$ cat config.mk
export PLATFORM = sky130hd
export DESIGN_NAME = orpsoc_core_rst_seq_flat
export DESIGN_NICKNAME = d
export VERILOG_FILES = /design/src/rtl/orpsoc_core_rst_seq_pkg.sv /design/src/rtl/orpsoc_core_rst_seq_if.sv /design/src/rtl/orpsoc_core_rst_seq_wdt.sv /design/src/rtl/orpsoc_core_rst_seq.sv /design/src/flat_wrapper.sv
export SDC_FILE = /design/constraint.sdc
export NUM_CORES = 1
export LEC_CHECK = 0
export BUFFER_PORTS_ARGS = -buffer_cell sky130_fd_sc_hd__buf_2
export CORE_MARGIN = 4
export CORE_UTILIZATION = 58
export DETAILED_ROUTE_END_ITERATION = 10
export PLACE_DENSITY = 0.81
export SYNTH_ARGS = -nofsm -noshare
export SYNTH_HDL_FRONTEND = slang
export SYNTH_HIERARCHICAL = 1
export SYNTH_SLANG_ARGS = --single-unit
$ cat constraint.sdc
create_clock -name wb_clk_i -period 2.25 [get_ports wb_clk_i]
set_input_delay 0.5625 -clock wb_clk_i [delete_from_list [all_inputs] [get_ports wb_clk_i]]
set_output_delay 0.5625 -clock wb_clk_i [all_outputs]
set_load 0.05 [all_outputs]
$ cat src/rtl/orpsoc_core_rst_seq_pkg.sv
// Shared types and constants for the ORPSoC multi-core reset sequencer.
package orpsoc_rst_pkg;

    typedef enum logic [1:0] {
        ST_POR = 2'd0,
        ST_REL = 2'd1,
        ST_RUN = 2'd2
    } rst_state_e;

    localparam int DEF_NUM_CORES      = 2;
    localparam int DEF_POR_CYCLES     = 50;
    localparam int DEF_STAGGER_CYCLES = 8;
    localparam int DEF_HOLD_CYCLES    = 16;
    localparam int DEF_WDT_CYCLES     = 4096;

    // Bits needed to hold 0..max_val; never narrower than one bit.
    function automatic int cnt_width(input int max_val);
        if (max_val < 1) begin
            return 1;
        end else begin
            return $clog2(max_val + 1);
        end
    endfunction

endpackage

$ cat src/rtl/orpsoc_core_rst_seq_if.sv
// Control/status bundle between the reset sequencer and its environment.
interface orpsoc_core_rst_seq_if #(
    parameter int NUM_CORES = 2
);
    logic [NUM_CORES-1:0] core_en_i;
    logic [NUM_CORES-1:0] soft_rst_req_i;
    logic [NUM_CORES-1:0] core_alive_i;
    logic                 wdt_clr_i;
    logic                 sys_rst_o;
    logic [NUM_CORES-1:0] core_rst_o;
    logic [NUM_CORES-1:0] core_timeout_o;
    logic                 seq_done_o;

    modport master (
        output core_en_i, soft_rst_req_i, core_alive_i, wdt_clr_i,
        input  sys_rst_o, core_rst_o, core_timeout_o, seq_done_o
    );

    modport slave (
        input  core_en_i, soft_rst_req_i, core_alive_i, wdt_clr_i,
        output sys_rst_o, core_rst_o, core_timeout_o, seq_done_o
    );
endinterface

$ cat src/rtl/orpsoc_core_rst_seq_wdt.sv
// Per-core reset hold counter plus optional inactivity watchdog.
// Watchdog logic is only built when ORPSOC_CORE_WDT_EN is defined.
module orpsoc_core_wdt
    import orpsoc_rst_pkg::*;
#(
    parameter int HOLD_CYCLES = DEF_HOLD_CYCLES,
    parameter int WDT_CYCLES  = DEF_WDT_CYCLES
) (
    input  logic wb_clk_i,
    input  logic wb_rst_ni,
    input  logic i_run,
    input  logic i_go,
    input  logic i_en,
    input  logic i_soft_req,
    input  logic i_alive,
    input  logic i_wdt_clr,
    output logic o_core_rst,
    output logic o_timeout
);
    localparam int HOLD_W = cnt_width(HOLD_CYCLES);

    logic [HOLD_W-1:0] r_hold;
    logic [HOLD_W-1:0] w_hold_nxt;
    logic              r_en_q;
    logic              r_core_rst;
    logic              w_wdt_fire;

`ifdef ORPSOC_CORE_WDT_EN
    localparam int WDT_W = cnt_width(WDT_CYCLES);

    logic [WDT_W-1:0] r_wdt_cnt;
    logic             r_timeout;

    // Fire one cycle early so flag and reset rise on the terminal-count edge.
    assign w_wdt_fire = ~r_core_rst & ~i_alive &
                        (r_wdt_cnt == WDT_W'(WDT_CYCLES - 1));

    // Inactivity counter: cleared by reset or heartbeat, saturating otherwise.
    always_ff @(posedge wb_clk_i or negedge wb_rst_ni) begin
        if (!wb_rst_ni) begin
            r_wdt_cnt <= '0;
        end else if (r_core_rst || i_alive) begin
            r_wdt_cnt <= '0;
        end else if (r_wdt_cnt != WDT_W'(WDT_CYCLES)) begin
            r_wdt_cnt <= r_wdt_cnt + WDT_W'(1);
        end else begin
            r_wdt_cnt <= r_wdt_cnt;
        end
    end

    // Sticky timeout flag; a new timeout beats a simultaneous clear.
    always_ff @(posedge wb_clk_i or negedge wb_rst_ni) begin
        if (!wb_rst_ni) begin
            r_timeout <= 1'b0;
        end else if (w_wdt_fire) begin
            r_timeout <= 1'b1;
        end else if (i_wdt_clr) begin
            r_timeout <= 1'b0;
        end else begin
            r_timeout <= r_timeout;
        end
    end

    assign o_timeout = r_timeout;
`else
    logic w_unused_wdt;

    assign w_unused_wdt = i_alive ^ i_wdt_clr;
    assign w_wdt_fire   = 1'b0;
    assign o_timeout    = 1'b0;
`endif

    // Hold counter: (re)loaded by soft request, enable rise or watchdog.
    always_comb begin
        w_hold_nxt = r_hold;
        if (w_wdt_fire || (i_run && (i_soft_req || (i_en && !r_en_q)))) begin
            w_hold_nxt = HOLD_W'(HOLD_CYCLES);
        end else if (r_hold != '0) begin
            w_hold_nxt = r_hold - HOLD_W'(1);
        end else begin
            w_hold_nxt = r_hold;
        end
    end

    // Hold counter, enable history and the registered core reset.
    always_ff @(posedge wb_clk_i or negedge wb_rst_ni) begin
        if (!wb_rst_ni) begin
            r_hold     <= '0;
            r_en_q     <= 1'b0;
            r_core_rst <= 1'b1;
        end else begin
            r_hold     <= w_hold_nxt;
            r_en_q     <= i_en;
            r_core_rst <= ~(i_go & i_en) | (w_hold_nxt != '0);
        end
    end

    assign o_core_rst = r_core_rst;

endmodule

$ cat src/rtl/orpsoc_core_rst_seq.sv
// Multi-core reset sequencer: POR interval, staggered core release, soft
// reset and optional watchdog (ORPSOC_CORE_WDT_EN) per core.
module orpsoc_core_rst_seq
    import orpsoc_rst_pkg::*;
#(
    parameter int NUM_CORES      = DEF_NUM_CORES,
    parameter int POR_CYCLES     = DEF_POR_CYCLES,
    parameter int STAGGER_CYCLES = DEF_STAGGER_CYCLES,
    parameter int HOLD_CYCLES    = DEF_HOLD_CYCLES,
    parameter int WDT_CYCLES     = DEF_WDT_CYCLES
) (
    input  logic                  wb_clk_i,
    input  logic                  wb_rst_ni,
    orpsoc_core_rst_seq_if.slave  bus
);
    localparam int POR_W  = cnt_width(POR_CYCLES);
    localparam int STG_W  = cnt_width(STAGGER_CYCLES);
    localparam int SLOT_W = cnt_width(NUM_CORES - 1);

    logic [1:0]           r_sync;
    logic                 w_srst;
    rst_state_e           r_state;
    rst_state_e           w_state_nxt;
    logic [POR_W-1:0]     r_por_cnt;
    logic [STG_W-1:0]     r_stg_cnt;
    logic [SLOT_W-1:0]    r_slot;
    logic                 w_por_done;
    logic                 w_slot_end;
    logic                 w_last_slot;
    logic                 w_run;
    logic [NUM_CORES-1:0] w_go;
    logic                 w_sys_rst_nxt;
    logic                 w_done_nxt;
    logic                 r_sys_rst;
    logic                 r_seq_done;
    logic [NUM_CORES-1:0] w_core_rst;
    logic [NUM_CORES-1:0] w_timeout;

    // Reset-release synchroniser; assertion stays asynchronous.
    always_ff @(posedge wb_clk_i or negedge wb_rst_ni) begin
        if (!wb_rst_ni) begin
            r_sync <= 2'b00;
        end else begin
            r_sync <= {r_sync[0], 1'b1};
        end
    end

    assign w_srst      = ~r_sync[1];
    assign w_por_done  = (r_state == ST_POR) && (r_por_cnt == POR_W'(POR_CYCLES));
    assign w_slot_end  = (r_state == ST_REL) && (r_stg_cnt == STG_W'(STAGGER_CYCLES - 1));
    assign w_last_slot = (r_slot == SLOT_W'(NUM_CORES - 1));
    assign w_run       = (r_state == ST_RUN);

    // FSM state register.
    always_ff @(posedge wb_clk_i or negedge wb_rst_ni) begin
        if (!wb_rst_ni) begin
            r_state <= ST_POR;
        end else if (w_srst) begin
            r_state <= ST_POR;
        end else begin
            r_state <= w_state_nxt;
        end
    end

    // FSM next-state logic.
    always_comb begin
        w_state_nxt = r_state;
        case (r_state)
            ST_POR: begin
                if (w_por_done) begin
                    w_state_nxt = ST_REL;
                end else begin
                    w_state_nxt = ST_POR;
                end
            end
            ST_REL: begin
                if (w_slot_end && w_last_slot) begin
                    w_state_nxt = ST_RUN;
                end else begin
                    w_state_nxt = ST_REL;
                end
            end
            ST_RUN:  w_state_nxt = ST_RUN;
            default: w_state_nxt = ST_POR;
        endcase
    end

    // FSM output decode, taken from the next state so the registers line up.
    always_comb begin
        w_sys_rst_nxt = 1'b1;
        w_done_nxt    = 1'b0;
        case (w_state_nxt)
            ST_POR: begin
                w_sys_rst_nxt = 1'b1;
                w_done_nxt    = 1'b0;
            end
            ST_REL: begin
                w_sys_rst_nxt = 1'b0;
                w_done_nxt    = 1'b0;
            end
            ST_RUN: begin
                w_sys_rst_nxt = 1'b0;
                w_done_nxt    = 1'b1;
            end
            default: begin
                w_sys_rst_nxt = 1'b1;
                w_done_nxt    = 1'b0;
            end
        endcase
    end

    // Registered sequencer outputs.
    always_ff @(posedge wb_clk_i or negedge wb_rst_ni) begin
        if (!wb_rst_ni) begin
            r_sys_rst  <= 1'b1;
            r_seq_done <= 1'b0;
        end else if (w_srst) begin
            r_sys_rst  <= 1'b1;
            r_seq_done <= 1'b0;
        end else begin
            r_sys_rst  <= w_sys_rst_nxt;
            r_seq_done <= w_done_nxt;
        end
    end

    // POR, stagger and slot counters.
    always_ff @(posedge wb_clk_i or negedge wb_rst_ni) begin
        if (!wb_rst_ni) begin
            r_por_cnt <= '0;
            r_stg_cnt <= '0;
            r_slot    <= '0;
        end else if (w_srst) begin
            r_por_cnt <= '0;
            r_stg_cnt <= '0;
            r_slot    <= '0;
        end else begin
            case (r_state)
                ST_POR: begin
                    r_stg_cnt <= '0;
                    r_slot    <= '0;
                    if (w_por_done) begin
                        r_por_cnt <= '0;
                    end else begin
                        r_por_cnt <= r_por_cnt + POR_W'(1);
                    end
                end
                ST_REL: begin
                    r_por_cnt <= '0;
                    if (w_slot_end) begin
                        r_stg_cnt <= '0;
                        if (w_last_slot) begin
                            r_slot <= r_slot;
                        end else begin
                            r_slot <= r_slot + SLOT_W'(1);
                        end
                    end else begin
                        r_stg_cnt <= r_stg_cnt + STG_W'(1);
                        r_slot    <= r_slot;
                    end
                end
                default: begin
                    r_por_cnt <= r_por_cnt;
                    r_stg_cnt <= r_stg_cnt;
                    r_slot    <= r_slot;
                end
            endcase
        end
    end

    // Core k may leave reset once its slot has ended; disabled cores still
    // burn their slot so the release timing never depends on the mask.
    always_comb begin
        w_go = '0;
        for (int k = 0; k < NUM_CORES; k++) begin
            if (r_state == ST_RUN) begin
                w_go[k] = 1'b1;
            end else if (r_state == ST_REL) begin
                w_go[k] = (r_slot > SLOT_W'(k)) ||
                          ((r_slot == SLOT_W'(k)) && w_slot_end);
            end else begin
                w_go[k] = 1'b0;
            end
        end
    end

    for (genvar k = 0; k < NUM_CORES; k++) begin : g_core
        orpsoc_core_wdt #(
            .HOLD_CYCLES (HOLD_CYCLES),
            .WDT_CYCLES  (WDT_CYCLES)
        ) u_core (
            .wb_clk_i   (wb_clk_i),
            .wb_rst_ni  (wb_rst_ni),
            .i_run      (w_run),
            .i_go       (w_go[k]),
            .i_en       (bus.core_en_i[k]),
            .i_soft_req (bus.soft_rst_req_i[k]),
            .i_alive    (bus.core_alive_i[k]),
            .i_wdt_clr  (bus.wdt_clr_i),
            .o_core_rst (w_core_rst[k]),
            .o_timeout  (w_timeout[k])
        );
    end

    assign bus.sys_rst_o      = r_sys_rst;
    assign bus.seq_done_o     = r_seq_done;
    assign bus.core_rst_o     = w_core_rst;
    assign bus.core_timeout_o = w_timeout;

endmodule
$ cat src/flat_wrapper.sv
// flat-port wrapper written by rule: the top's interface ports become plain ports
module orpsoc_core_rst_seq_flat import orpsoc_rst_pkg::*;
#(
    parameter int NUM_CORES      = DEF_NUM_CORES,
    parameter int POR_CYCLES     = DEF_POR_CYCLES,
    parameter int STAGGER_CYCLES = DEF_STAGGER_CYCLES,
    parameter int HOLD_CYCLES    = DEF_HOLD_CYCLES,
    parameter int WDT_CYCLES     = DEF_WDT_CYCLES
)
  (wb_clk_i, wb_rst_ni, bus_core_en_i, bus_soft_rst_req_i, bus_core_alive_i, bus_wdt_clr_i, bus_sys_rst_o, bus_core_rst_o, bus_core_timeout_o, bus_seq_done_o);
  orpsoc_core_rst_seq_if #(.NUM_CORES(NUM_CORES)) bus_i ();
  input  logic wb_clk_i;
  input  logic wb_rst_ni;
  input wire logic [$bits(bus_i.core_en_i)-1:0] bus_core_en_i;
  input wire logic [$bits(bus_i.soft_rst_req_i)-1:0] bus_soft_rst_req_i;
  input wire logic [$bits(bus_i.core_alive_i)-1:0] bus_core_alive_i;
  input wire logic [$bits(bus_i.wdt_clr_i)-1:0] bus_wdt_clr_i;
  output wire logic [$bits(bus_i.sys_rst_o)-1:0] bus_sys_rst_o;
  output wire logic [$bits(bus_i.core_rst_o)-1:0] bus_core_rst_o;
  output wire logic [$bits(bus_i.core_timeout_o)-1:0] bus_core_timeout_o;
  output wire logic [$bits(bus_i.seq_done_o)-1:0] bus_seq_done_o;
  assign bus_i.core_en_i = bus_core_en_i;
  assign bus_i.soft_rst_req_i = bus_soft_rst_req_i;
  assign bus_i.core_alive_i = bus_core_alive_i;
  assign bus_i.wdt_clr_i = bus_wdt_clr_i;
  assign bus_sys_rst_o = bus_i.sys_rst_o;
  assign bus_core_rst_o = bus_i.core_rst_o;
  assign bus_core_timeout_o = bus_i.core_timeout_o;
  assign bus_seq_done_o = bus_i.seq_done_o;
  orpsoc_core_rst_seq #(.NUM_CORES(NUM_CORES), .POR_CYCLES(POR_CYCLES), .STAGGER_CYCLES(STAGGER_CYCLES), .HOLD_CYCLES(HOLD_CYCLES), .WDT_CYCLES(WDT_CYCLES)) u_core (.wb_clk_i(wb_clk_i), .wb_rst_ni(wb_rst_ni), .bus(bus_i));
endmodule
-- After elaboration in Yosys (flattened, before gate mapping)
Cells that the tools add are included.
- register bits: 31
- word-level logic and storage cells: 82
- add/subtract/negate cells: 5
- order comparisons: 2
- eq/ne operators: 8
- multiplexer cells: 26
- bitwise operators: 7
- reductions and logical operators: 21
- operators with widths (kind ; count):
    5-bit 2-to-1 mux ; 4
    5-bit nonzero test ; 4
    1-bit 2-to-1 mux ; 12
    6-bit 2-to-1 mux ; 2
    6-bit one-hot mux with 2 select lines ; 1
    5-bit by 1-bit subtractor with 5-bit output, second input constant ; 2
    1-bit logical AND ; 8
    4-bit 2-to-1 mux ; 2
    4-bit one-hot mux with 2 select lines ; 1
    6-bit by 1-bit adder with 6-bit output, second input constant ; 1
    6-bit equality test, second input constant ; 1
    3-bit inequality test, second input constant ; 2
    2-bit one-hot mux with 3 select lines ; 1
    4-bit by 1-bit adder with 4-bit output, second input constant ; 1
    2-bit by 1-bit equality test with 1-bit output, second input constant ; 2
    2-bit equality test, second input constant ; 2
    4-bit by 3-bit equality test with 1-bit output, second input constant ; 1
    1-bit logical OR ; 4
    2-bit 2-to-1 mux ; 2
    1-bit NOT ; 3
    1-bit AND ; 2
    1-bit greater-than comparator, second input constant ; 2
    1-bit zero test ; 2
    2-bit zero test ; 1
    other kinds (5) ; 6

-- Logic depth before layout (Yosys ltp)
- word-level depth: 9
- mapped depth: 7

-- Hierarchy
The synthesis kept the hierarchy.
- by module, submodules not included (module ; times used ; cells each ; area an instance (µm²)):
    orpsoc_core_rst_seq ; 1 ; 90 ; 938.4
    orpsoc_core_wdt (u_core.g_core[1].u_core) ; 1 ; 39 ; 374.1
    orpsoc_core_wdt (u_core.g_core[0].u_core) ; 1 ; 33 ; 347.8

-- Least setup slack after synthesis
No wires, ideal clock.
- kind: reg2reg
- from: register u_core.g_core[0].u_core.r_hold[0]
- to: register u_core.g_core[0].u_core.r_core_rst
- arrival time: 1896 ps
- setup slack: 260 ps
- cell stages (with the launch flop): 7
- path buffers: 1
- path through: dfrtp_1 > inv_1 > ha_1 > or4b_1 > clkbuf_2 > and3_4 > or4_1
- cells in the longest elaborated chain, start to end: 5
- elaborated cells on any way between the ends: 6
- those cells by class: add/sub (1); mux (2); bitwise (1); reduce/logical (2)
- ends and longest elaborated chain (item ; RTL line ; source):
    start: declaration ; orpsoc_core_rst_seq_wdt.sv:22 ; logic [HOLD_W-1:0] r_hold;
    start signal: assignment ; orpsoc_core_rst_seq_wdt.sv:92 ; r_hold <= w_hold_nxt;
    5-bit by 1-bit subtractor with 5-bit output or 5-bit nonzero test (tied branches) ; orpsoc_core_rst_seq_wdt.sv:79, orpsoc_core_rst_seq_wdt.sv:78 ;
    5-bit 2-to-1 mux * ; orpsoc_core_rst_seq_wdt.sv:78 ; end else if (r_hold != '0) begin
    5-bit 2-to-1 mux * ; orpsoc_core_rst_seq_wdt.sv:76 ; if (w_wdt_fire || (i_run && (i_soft_req || (i_en && !r_en_q)))) begin
    net u_core.g_core[0].u_core.w_hold_nxt[2] ; orpsoc_core_rst_seq_wdt.sv:23 ; logic [HOLD_W-1:0] w_hold_nxt;
    5-bit nonzero test * ; orpsoc_core_rst_seq_wdt.sv:94 ; r_core_rst <= ~(i_go & i_en) | (w_hold_nxt != '0);
    1-bit OR * ; orpsoc_core_rst_seq_wdt.sv:94 ;
    end signal: assignment ; orpsoc_core_rst_seq_wdt.sv:94 ;
    end: declaration ; orpsoc_core_rst_seq_wdt.sv:25 ; logic r_core_rst;
The timed path passes the listed nets; every way through them passes the cells marked *.
A chain may end at the register's enable or synchronous reset.

-- Final worst setup path
- from: register u_core.g_core[0].u_core.r_hold[1]
- to: register u_core.g_core[0].u_core.r_core_rst
Same word-level chain as after synthesis.

==> flow_summary.toml <==
[sta]
maxSlewHeadroom_pct = 55.9
worst_pin_slew_ns = 0.662
hold_violations = 0
holdWs_ns = 0.262
setup_violations = 0
fin_skew_ns = 0.0122
rsz0062_at_grt = "no"
maxSlewViolCount = 0
max_freq_mhz = 466
period_needed_ns = 2.15
post-route-period-util_pct = 95.3
tns_ns = 0

[finish]
nets = 185
nFillCells = 220
antenna_cells = 0
fin_util_pct = 64.2
syn2layout_area_growth_pct = 6.56
drive_gt1_share_pct = 16.4
stdcell_count = 202

[die]
die_h_um = 61.5
core_um2 = 2760
rows = 19
start_util_pct = 60.2
die_area_um2 = 3780
pin_count = 15
fp.dieW_um = 61.5

[synthesis]
syn_area_per_cell_um2 = 10.2
synth.area.top_cells = "dfrtp_1 (42%), dfstp_2 (4.7%), ha_1 (4.5%)"
ys_types = 52
netlist_area_um2 = 1660
synthFlopType = "dfrtp_1"
synth_edf_count = 0
syn_nets = 177
synth_top_cell_by_area = "dfrtp_1"
synth.most_common_cell = "dfrtp_1"
synth_top_area_share_pct = 42.2
synthArstFlopShare_pct = 100
synth_commonest_cells = "dfrtp_1 (28), o21ai_0 (11), nor2_1 (8)"
synthCells = 162
synth_seq_cells = 31
ys_warn_count = 6
ys_seq_area_share_pct = 46.9

[drt]
wl_met1_um = 1290
top_layer = "met4"
dr_wl_met2_um = 1490
via_count = 1216
totalWireLength_um = 2960
drc = 0
wl_per_cell_um = 14.7
ant_nets = 0
wl_met3_um = 145
drtIter0Drc = 75
viasPerCell = 6.02
drtPass1Iterations = 4

[status]
status = "finished, final reports clean"

[cts]
postCtsSetupBuffers = 0
numCtsBuffers = 5
cts_tree = "yes"
h-tree-depth = 2
path_clk_slew_ns = 0.10
clkSinkCount = 31
cts_max_path_buffers = 2
cts.hold.buffers_added = 0
root_buffer = "clkbuf_4"
cts_resized = 0
clk_latency_ns = 0.32

[setup_path]
required_ns = 2.50
critical_path_arrival_ns = 2.39
path_class = "reg -> reg"
cp-end-kind = "flip-flop"
critPathMaxFanout = 7
reg2reg_from = "u_core/g_core[0].u_core/r_hold[1]"
crit_path_start_kind = "flip-flop"
startpoint = "u_core/g_core[0].u_core/r_hold[1]"

[place]
dp_cells = 194
place.gp.congestion = 0.766
dp_hpwl_um = 2130
port_buffers = 9

[global_route]
antenna_found_initial = 0
grt.overflow.total = 0
grt_first_pass_wirelength_um = 5130
grt_pass1_vias = 1167
grt_usage_pct = 18.3
grt_start_max_net_pins = 32

[job]
cap_viol_max_count = 0

[power]
power.leakage_nw = 0.823
powerDensity_nw_per_um2 = 600
vdd_drop_max_v = 0.000593
finalPower_mw = 1.06

[worst_hold_path]
min_path_type = "in -> async"
sequential cells by signal, summed over array words and instances, names as in the netlist:
signal / cells
u_core/r_state: 2
u_core/r_por_cnt: 6
u_core/bus.seq_done_o: 1
u_core/r_stg_cnt: 4
u_core/g_core.u_core/r_en_q: 2
u_core/bus.sys_rst_o: 1
u_core/g_core.u_core/o_core_rst: 2
u_core/r_slot: 1
u_core/r_sync: 2
u_core/g_core.u_core/r_hold: 10
path summary, 6_finish.rpt:
path	slack (ns)	cells past startpoint	to
setup / recovery	0.10	5	u_core/g_core[0].u_core/o_core_rst
hold / removal	0.26	1	u_core/g_core[0].u_core/r_en_q
setup reg to reg	0.10	5	u_core/g_core[0].u_core/o_core_rst
hold reg to reg	0.36	0	u_core/r_sync[1]
max in group asynchronous	1.56	1	u_core/r_por_cnt[3]
min in group wb_clk_i	0.36	0	u_core/r_sync[1]
stage by stage:
stage	area (µm²)	setup WS [ns]
6_report	1770	0.105
5_1_grt	1770	0.0553
4_1_cts	1770	0.108
3_5_place_dp	1680	0.119
3_3_place_gp	1680	0.189
2_1_floorplan	1660	0.260
report_power, final:
part | switching [mW] | leakage (nW) | internal, mW
Combinational | 0.0261 | 0.363 | 0.0128
Sequential | 0.0113 | 0.411 | 0.565
Clock | 0.184 | 0.0482 | 0.263
Total | 0.221 | 0.823 | 0.840
cell usage in the layout (no fill, tap or decap), types with 5 or more instances in the layout:
cell,Yosys,routed
nor2_1,8,8
inv_1,7,7
dfrtp_1,28,28
o21ai_0,11,11
nand2_1,6,6
nand3_1,7,7
clkbuf_4,0,5
buf_2,3,9
ha_1,6,6
nor2b_1,6,6
worst max-delay path: stages, from the launching register on:
cell and delay, ns:
dfrtp_1 0.42, inv_1 0.09, ha_1 0.21, or4b_1 0.60
and3_4 0.25, or4_1 0.50
cell families (layout without fill, tap and decap cells):
| group | Yosys count | in the layout | share of synthesized area [%] |
|---|---|---|---|
| compound gates | 37 | 37 | 15.3 |
| xor+xnor | 5 | 5 | 2.64 |
| fa+ha+maj | 6 | 6 | 4.52 |
| buf+inv | 17 | 26 | 6.18 |
| flops | 31 | 31 | 46.9 |
| mux | 1 | 1 | 0.603 |
| other cells | 3 | 3 | 0.678 |
| simple gates | 62 | 62 | 23.1 |
area by class of cell:
class	instances	area, µm²	share of cell area [%]
Clock buffer	6	51.3	2.90
Clock inverter	2	35.0	1.98
Inverter	7	26.3	1.49
Multi-Input combinational cell	114	778	44.0
Sequential cell	31	779	44.1
Tap cell	31	38.8	2.19
Timing Repair Buffer	11	60.1	3.39
metal layers:
| layer | GRT usage [%] | vias to the layer above |
|---|---|---|
| met5 | 0 | - |
| met4 | 7.27 | 0 |
| met3 | 5.03 | 4 |
| met2 | 30.5 | 28 |
| met1 | 22.3 | 585 |
| li1 | - | 599 |
Power figures use the tool's default switching activity.
